$ cat config.mk
export PLATFORM = sky130hd
export DESIGN_NAME = deserializer
export DESIGN_NICKNAME = d
export VERILOG_FILES = /design/src/rtl/deser_pkg.sv /design/src/rtl/deser_bit_cnt.sv /design/src/rtl/deserializer.sv
export SDC_FILE = /design/constraint.sdc
export NUM_CORES = 1
export LEC_CHECK = 0
export ABC_AREA = 1
export CAP_MARGIN = 5
export CORE_ASPECT_RATIO = 0.5
export CORE_MARGIN = 2
export CORE_UTILIZATION = 31
export CTS_CLUSTER_SIZE = 14
export DETAILED_ROUTE_END_ITERATION = 12
export PLACE_DENSITY = 0.59
export SETUP_SLACK_MARGIN = 0.4
export SLEW_MARGIN = 20
export SYNTH_ARGS = -nofsm -noshare
export SYNTH_HDL_FRONTEND = slang
export SYNTH_HIERARCHICAL = 1
export SYNTH_SLANG_ARGS = --single-unit
$ cat constraint.sdc
create_clock -name clk_i -period 1.4 [get_ports clk_i]
set_input_delay 0.35 -clock clk_i [delete_from_list [all_inputs] [get_ports clk_i]]
set_output_delay 0.35 -clock clk_i [all_outputs]
set_load 0.02 [all_outputs]
$ cat src/rtl/deser_pkg.sv
// Shared constants and types for the serial-to-parallel deserializer.
// The build macro DESER_LSB_FIRST_EN selects LSB-first bit placement; MSB-first by default.
package deser_pkg;

  // Default word width: serial bits per parallel word.
  localparam int DATA_W_DEF = 16;

  // Bit counter width for a given word width; a 1-bit counter is the floor.
  function automatic int cnt_width(input int data_w);
    return (data_w > 1) ? $clog2(data_w) : 1;
  endfunction

  // Parallel word at the default width.
  typedef logic [DATA_W_DEF-1:0] word_t;

endpackage : deser_pkg

$ cat src/rtl/deser_bit_cnt.sv
// Accepted-bit counter for the deserializer.
// Counts enabled cycles 0..DATA_W-1, wraps to 0 on the last bit and flags that
// bit with a combinational done that is valid on the same edge.
module deser_bit_cnt
  import deser_pkg::*;
#(
  parameter int DATA_W = DATA_W_DEF,
  parameter int CNT_W  = cnt_width(DATA_W)
) (
  input  logic clk_i,
  input  logic rst_n_i,
  input  logic en,
  output logic done
);

  localparam logic [CNT_W-1:0] LAST = CNT_W'(DATA_W - 1);

  logic [CNT_W-1:0] cnt;

  // The bit being accepted this cycle is the last one of the word.
  assign done = en && (cnt == LAST);

  // Advance on each accepted bit; wrap after the last bit of a word.
  // NOTE: sequential state uses non-blocking (<=) so every flop samples
  // pre-edge values, independent of block evaluation order.
  always_ff @(posedge clk_i or negedge rst_n_i) begin
    if (!rst_n_i) begin
      cnt <= '0;
    end else if (en) begin
      cnt <= (cnt == LAST) ? '0 : cnt + CNT_W'(1);
    end
  end

endmodule : deser_bit_cnt

$ cat src/rtl/deserializer.sv
// Serial-to-parallel converter: gathers DATA_W qualified serial bits into a
// word and presents it with a one-cycle valid strobe, no backpressure.
// Build macro DESER_LSB_FIRST_EN: first accepted bit lands in bit 0 instead of
// bit DATA_W-1. Timing, counting and strobe are identical in both builds.
module deserializer
  import deser_pkg::*;
#(
  parameter int DATA_W = DATA_W_DEF,
  parameter int CNT_W  = cnt_width(DATA_W)
) (
  input  logic              clk_i,
  input  logic              rst_n_i,
  input  logic              data_i,
  input  logic              data_val_i,
  output logic [DATA_W-1:0] deser_data_o,
  output logic              deser_data_val_o
);

  logic [DATA_W-1:0] shift_q;
  logic [DATA_W-1:0] shift_next;
  logic              word_done;

  deser_bit_cnt #(
    .DATA_W (DATA_W),
    .CNT_W  (CNT_W)
  ) u_bit_cnt (
    .clk_i   (clk_i),
    .rst_n_i (rst_n_i),
    .en      (data_val_i),
    .done    (word_done)
  );

  // Shift register contents once the current bit is included; on the last
  // bit this is the complete word, so the output register loads it directly.
  // NOTE: defaulting the output before any branch keeps this purely
  // combinational; a path that leaves it unassigned would infer a latch.
  always_comb begin
    shift_next = shift_q;
`ifdef DESER_LSB_FIRST_EN
    shift_next = {data_i, shift_q[DATA_W-1:1]};
`else
    shift_next = {shift_q[DATA_W-2:0], data_i};
`endif
  end

  // Accumulate accepted bits; idle cycles leave partial progress untouched.
  always_ff @(posedge clk_i or negedge rst_n_i) begin
    if (!rst_n_i) begin
      shift_q <= '0;
    end else if (data_val_i) begin
      shift_q <= shift_next;
    end
  end

  // Publish the completed word and strobe for exactly one cycle; the word
  // register holds between completions so partial words never show.
  always_ff @(posedge clk_i or negedge rst_n_i) begin
    if (!rst_n_i) begin
      deser_data_o     <= '0;
      deser_data_val_o <= 1'b0;
    end else begin
      deser_data_val_o <= word_done;
      if (word_done) begin
        deser_data_o <= shift_next;
      end
    end
  end

endmodule : deserializer

### Word level (Yosys, flattened, before mapping)

Index checks and enable logic that the tools add are counted.

| storage, ports and cells | value |
|---|---|
| register bits after elaboration | 36 |
| input bits | 4 |
| output and inout port bits | 17 |
| logic and storage cells | 8 |

| cells by class | value |
|---|---|
| add/subtract/negate cells | 1 |
| equality and inequality tests | 1 |
| mux-type cells | 1 |
| reductions and logical operators | 1 |

Operators by type and width:

| operator | count |
|---|---|
| 4-bit by 1-bit adder with 4-bit output, second input constant | 1 |
| 4-bit equality test, second input constant | 1 |
| 4-bit two-way mux | 1 |
| 1-bit logical AND | 1 |

### Longest topological paths before layout

| depth | value |
|---|---|
| depth after elaboration | 2 |
| mapped depth | 8 |
| depth with buffers taken out | 6 |

### Hierarchy

The synthesis kept the hierarchy.

Modules (own cells, without submodules):

| module | instances | cells each | area an instance (um^2) | sequential area each (um^2) |
|---|---|---|---|---|
| deserializer | 1 | 133 | 1243.7 | 800.8 |
| deser_bit_cnt | 1 | 25 | 198.9 | 100.1 |

### Worst setup path after synthesis

OpenSTA, ideal clock, no wires.

| path | value |
|---|---|
| path kind | register to register |
| start | reg u_bit_cnt.cnt[0] |
| end | reg deser_data_o[10] |
| setup time | 0.117 ns |
| arrival time | 1.160 ns |
| required time | 1.283 ns |
| path slack | 0.123 ns |
| stages on the path, launching flop included | 9 |
| buffers on the path | 2 |
| period minus slack after synthesis | 1.277 ns |
| cells stage by stage | dfrtp_1 > ha_1 > nand3_1 > nor2_1 > buf_6 > inv_6 > buf_8 > nand2_1 > nand2_1 |

| between the ends | value |
|---|---|
| cells in the longest elaborated chain, start to end | 2 |

RTL lines:

| item | line | source |
|---|---|---|
| start: declaration | deser_bit_cnt.sv:18 | `logic [CNT_W-1:0] cnt;` |
| start signal: assignment | deser_bit_cnt.sv:30 | `cnt <= (cnt == LAST) ? '0 : cnt + CNT_W'(1);` |
| 4-bit equality test | deser_bit_cnt.sv:21 | `assign done = en && (cnt == LAST);` |
| 1-bit logical AND | deser_bit_cnt.sv:21 |  |
| net word_done | deserializer.sv:21 | `logic word_done;` |
| end signal: assignment | deserializer.sv:64 | `deser_data_o <= shift_next;` |
| end: declaration | deserializer.sv:15 | `output logic [DATA_W-1:0] deser_data_o,` |

The timed path passes the listed nets, and every way through them passes these cells.
A chain may end at the register's enable or synchronous reset.

### Worst setup path after layout

| path | value |
|---|---|
| start | reg u_bit_cnt.cnt[0] |
| end | reg deser_data_o[11] |

The elaborated chain is that of the path after synthesis.

==> impl_metrics.tcl <==
set metrics [dict create \
    first_pass_iters 4 \
    core_region_area_sq_mm 0.00445 \
    period_share_pct 84.9 \
    yosys.area_share.simple_pct 28.4 \
    yosys.cell_count.top_type "nand2_1" \
    ioPinCount 21 \
    edff_count_synth 0 \
    clock-skew-final_ps 3.87 \
    globalRoute.totalOverflow 0 \
    cp_slowest_stage_delay_ps 410 \
    nFillCells 413 \
    grt_pass1_wl_um 4940 \
    clock_pin_slew_reported_for_the_worst_setup_and_hold_paths_after_clock_tree_synthesis_ps 70 \
    worst_setup_path_end_kind "flip-flop" \
    fraction_of_final_layout_cells_sized_beyond_drive_strength_1_pct 31.6 \
    ys_ff_latch 36 \
    max-vdd-ir-drop_uv 493 \
    num-nets-final 210 \
    grt_util_all_layers_pct 13.0 \
    regToRegEndpoint "deser_data_o[11]" \
    power.static_leakage_nw 1.11 \
    timing.critical_path.fanout_max 5 \
    worstSetupPathType "reg -> reg" \
    post-place-cells 234 \
    cts_inserted_buffers 5 \
    cp_data_arrival_time_ps 1370 \
    ys_async_sr_fraction_pct 100 \
    initialDrtViolationCount 33 \
    cp_slowest_cell "dfrtp_1" \
    cp_top_family "flip-flops" \
    ys_dominant_reg_cell "dfrtp_1" \
    cts_htree_levels 2 \
    syn_area_sq_mm 0.00144 \
    die_width_um 100 \
    preCtsSetupSlack_ps -126 \
    maxSlewViolCount 0 \
    setup.worst_path.start_class "flip-flop" \
    clock-root-buffer "clkbuf_8" \
    synth_adder_area_share_pct 0.867 \
    synthTopCellsByCount "98 x nand2_1, 36 x dfrtp_1, 5 x buf_6" \
    clk-insertion-delay-late_ps 290 \
    synth_compound_area_share_pct 0.694 \
    critPathLaunch "u_bit_cnt/cnt[0]" \
    holdCritPathClass "in -> async" \
    final_cell_count_no_fill 263 \
    number_of_global_route_vias_before_repair 1052 \
    clkSinkCount 36 \
    powerDensity_mw_per_mm2 1660 \
    yosys-mux-area-fraction_pct 0 \
    endpoint "deser_data_o[11]" \
    clock_tree.buffer_depth 2 \
    avgSynthCellArea_sq_um 9.13 \
    flow.area_growth_from_synthesis_pct 40.9 \
    r2r_slack_ps 210 \
    yosysSeqAreaShare_pct 62.4 \
    routed_wl_um 2880 \
    floorplan.initialDensity_pct 32.5 \
    critPathBufInv 2 \
    remaining_drc_errors 0 \
    tritoncts "yes" \
    antenna_found_initial 0 \
    synth.yosys.warnings 6 \
    critical_path_depth 7 \
    detail_route.wl_per_cell_um 11.0 \
    detail_placement_hpwl_um 1690 \
    synth_fp_nets 163 \
    timing.final.crit_period_ps 1190 \
    rows 17 \
    worst_r2r_startpoint "u_bit_cnt/cnt[0]" \
    remaining_antenna_violation_count 0 \
    max-slew-margin-rel_pct 86.5 \
    maxCapViolCount 0 \
    count_of_endpoints_failing_hold_in_the_final_timing_report 0 \
    worst_slack_ps 211 \
    synth_area_leader_cell "dfrtp_1" \
    required_ps 1580 \
    reg2regPathDepth 7 \
    post_synth_xor_area_fraction_pct 0.607 \
    fp.dieArea_sq_mm 0.00525 \
    run_status "completed" \
    combinational_family_with_the_most_area_after_synthesis "simple AND/OR/NAND/NOR gates" \
    antenna-diode-count 0 \
    grt_setup_unrepaired "yes" \
    tightestPinTransition_ps 203 \
    die_y_um 52.2 \
    gp_congestion 0.691 \
    cp_cell_sequence "ha_4, nand3_4, nor2_4, buf_6, buf_6, nand2_1, nand2_1" \
    number_of_distinct_library_cells_after_synthesis 13 \
    synth_area_leaders "dfrtp_1 62%, nand2_1 25%, buf_6 3.9%" \
    synth_top_area_share_pct 62.4 \
    grt_start_max_net_pins 37 \
    postCtsHoldBufs 0 \
    via_count_normalized_by_instance_count 4.27 \
    setup_violations 0 \
    vias 1122 \
    achievable-frequency_mhz 841 \
    synth_cells 158 \
    numPortBuffers 20 \
]
-- worst reg2reg max path, stage by stage, from the launching register on --
cell and delay, ps:
dfrtp_1 410, ha_4 190, nand3_4 70, nor2_4 40, buf_6 130, buf_6 130, nand2_1 70, nand2_1 50
-- layout make-up --
type | instances | area, sq um | area share, %
repair buffers | 45 | 439 | 21.6
clock buffers | 8 | 90.1 | 4.43
inverters | 6 | 30.0 | 1.48
well taps | 57 | 71.3 | 3.51
repair inverters | 1 | 6.26 | 0.308
multi-input cells | 110 | 495 | 24.4
flip-flops and latches | 36 | 901 | 44.3
-- worst min path at each step --
stage                     startpoint               end  cells after the start
global placement    deser_data_o[10]  deser_data_o[10]                      2
CTS                          rst_n_i   deser_data_o[3]                      2
finish                       rst_n_i   deser_data_o[2]                      2
detailed placement  deser_data_o[10]  deser_data_o[10]                      2
global route                 rst_n_i   deser_data_o[3]                      2
floorplan                    rst_n_i   deser_data_o[0]                      0
-- cell families after synthesis --
kind of cell	after synthesis
adders and majority gates	1
xor gates and xnor gates	1
buffers and inverters	12
DFF	36
AOI/OAI and AO/OA	2
and+or+nand+nor	106
-- cell usage in the layout, fill, tap and decap left out --
cell type,instances
clkbuf_1,2
nand3_4,1
inv_6,1
clkbuf_8,6
dlygate4sd2_1,1
buf_6,22
nor2_1,1
clkdlybuf4s50_1,2
xor2_1,1
buf_4,19
nor2_4,1
nand3_2,1
ha_4,1
nand3_1,1
o21ai_0,1
nand2_2,10
buf_12,1
inv_4,2
inv_1,4
o21ai_1,1
nand2_1,91
dfrtp_1,36
-- repair_timing --
item                                   4_1_cts  5_1_grt
endpoints found under the hold margin        0        0
setup endpoints to repair                   51       36
resized for setup                          115        7
gates cloned                                 2        0
setup buffers                               14        5
pin swaps                                   16        2
-- state kept, by name, indices dropped and copies added (netlist names) --
register and count:
deser_data_o 16, shift_q 15, u_bit_cnt/cnt 4, deser_data_val_o 1
-- metal layers --
metal | up-vias | routed length, um | GRT usage (%)
li1 | 568 | - | -
met1 | 527 | 1450 | 17.3
met2 | 19 | 1250 | 18.7
met3 | 8 | 94 | 2.93
met4 | 0 | 87 | 9.59
met5 | - | 0 | 0
-- per-stage QoR --
step	utilization [%]	total power, mW	area [sq um]	hold slack (ps)	setup TNS, ps
2_1_floorplan	-	1.93	1450	54.4	0
3_5_place_dp	38.3	2.33	1700	458	-1980
3_3_place_gp	38.3	2.31	1700	455	-1760
5_1_grt	45.7	3.61	2030	452	0
6_report	45.7	3.38	2030	425	0
4_1_cts	44.3	3.31	1970	425	0
-- report_power, final --
group,switching [mW],internal (mW)
clock network,0.351,0.401
registers,0.220,1.30
logic,0.506,0.612
total,1.08,2.31
No activity file was read; power rests on OpenSTA's default activity.
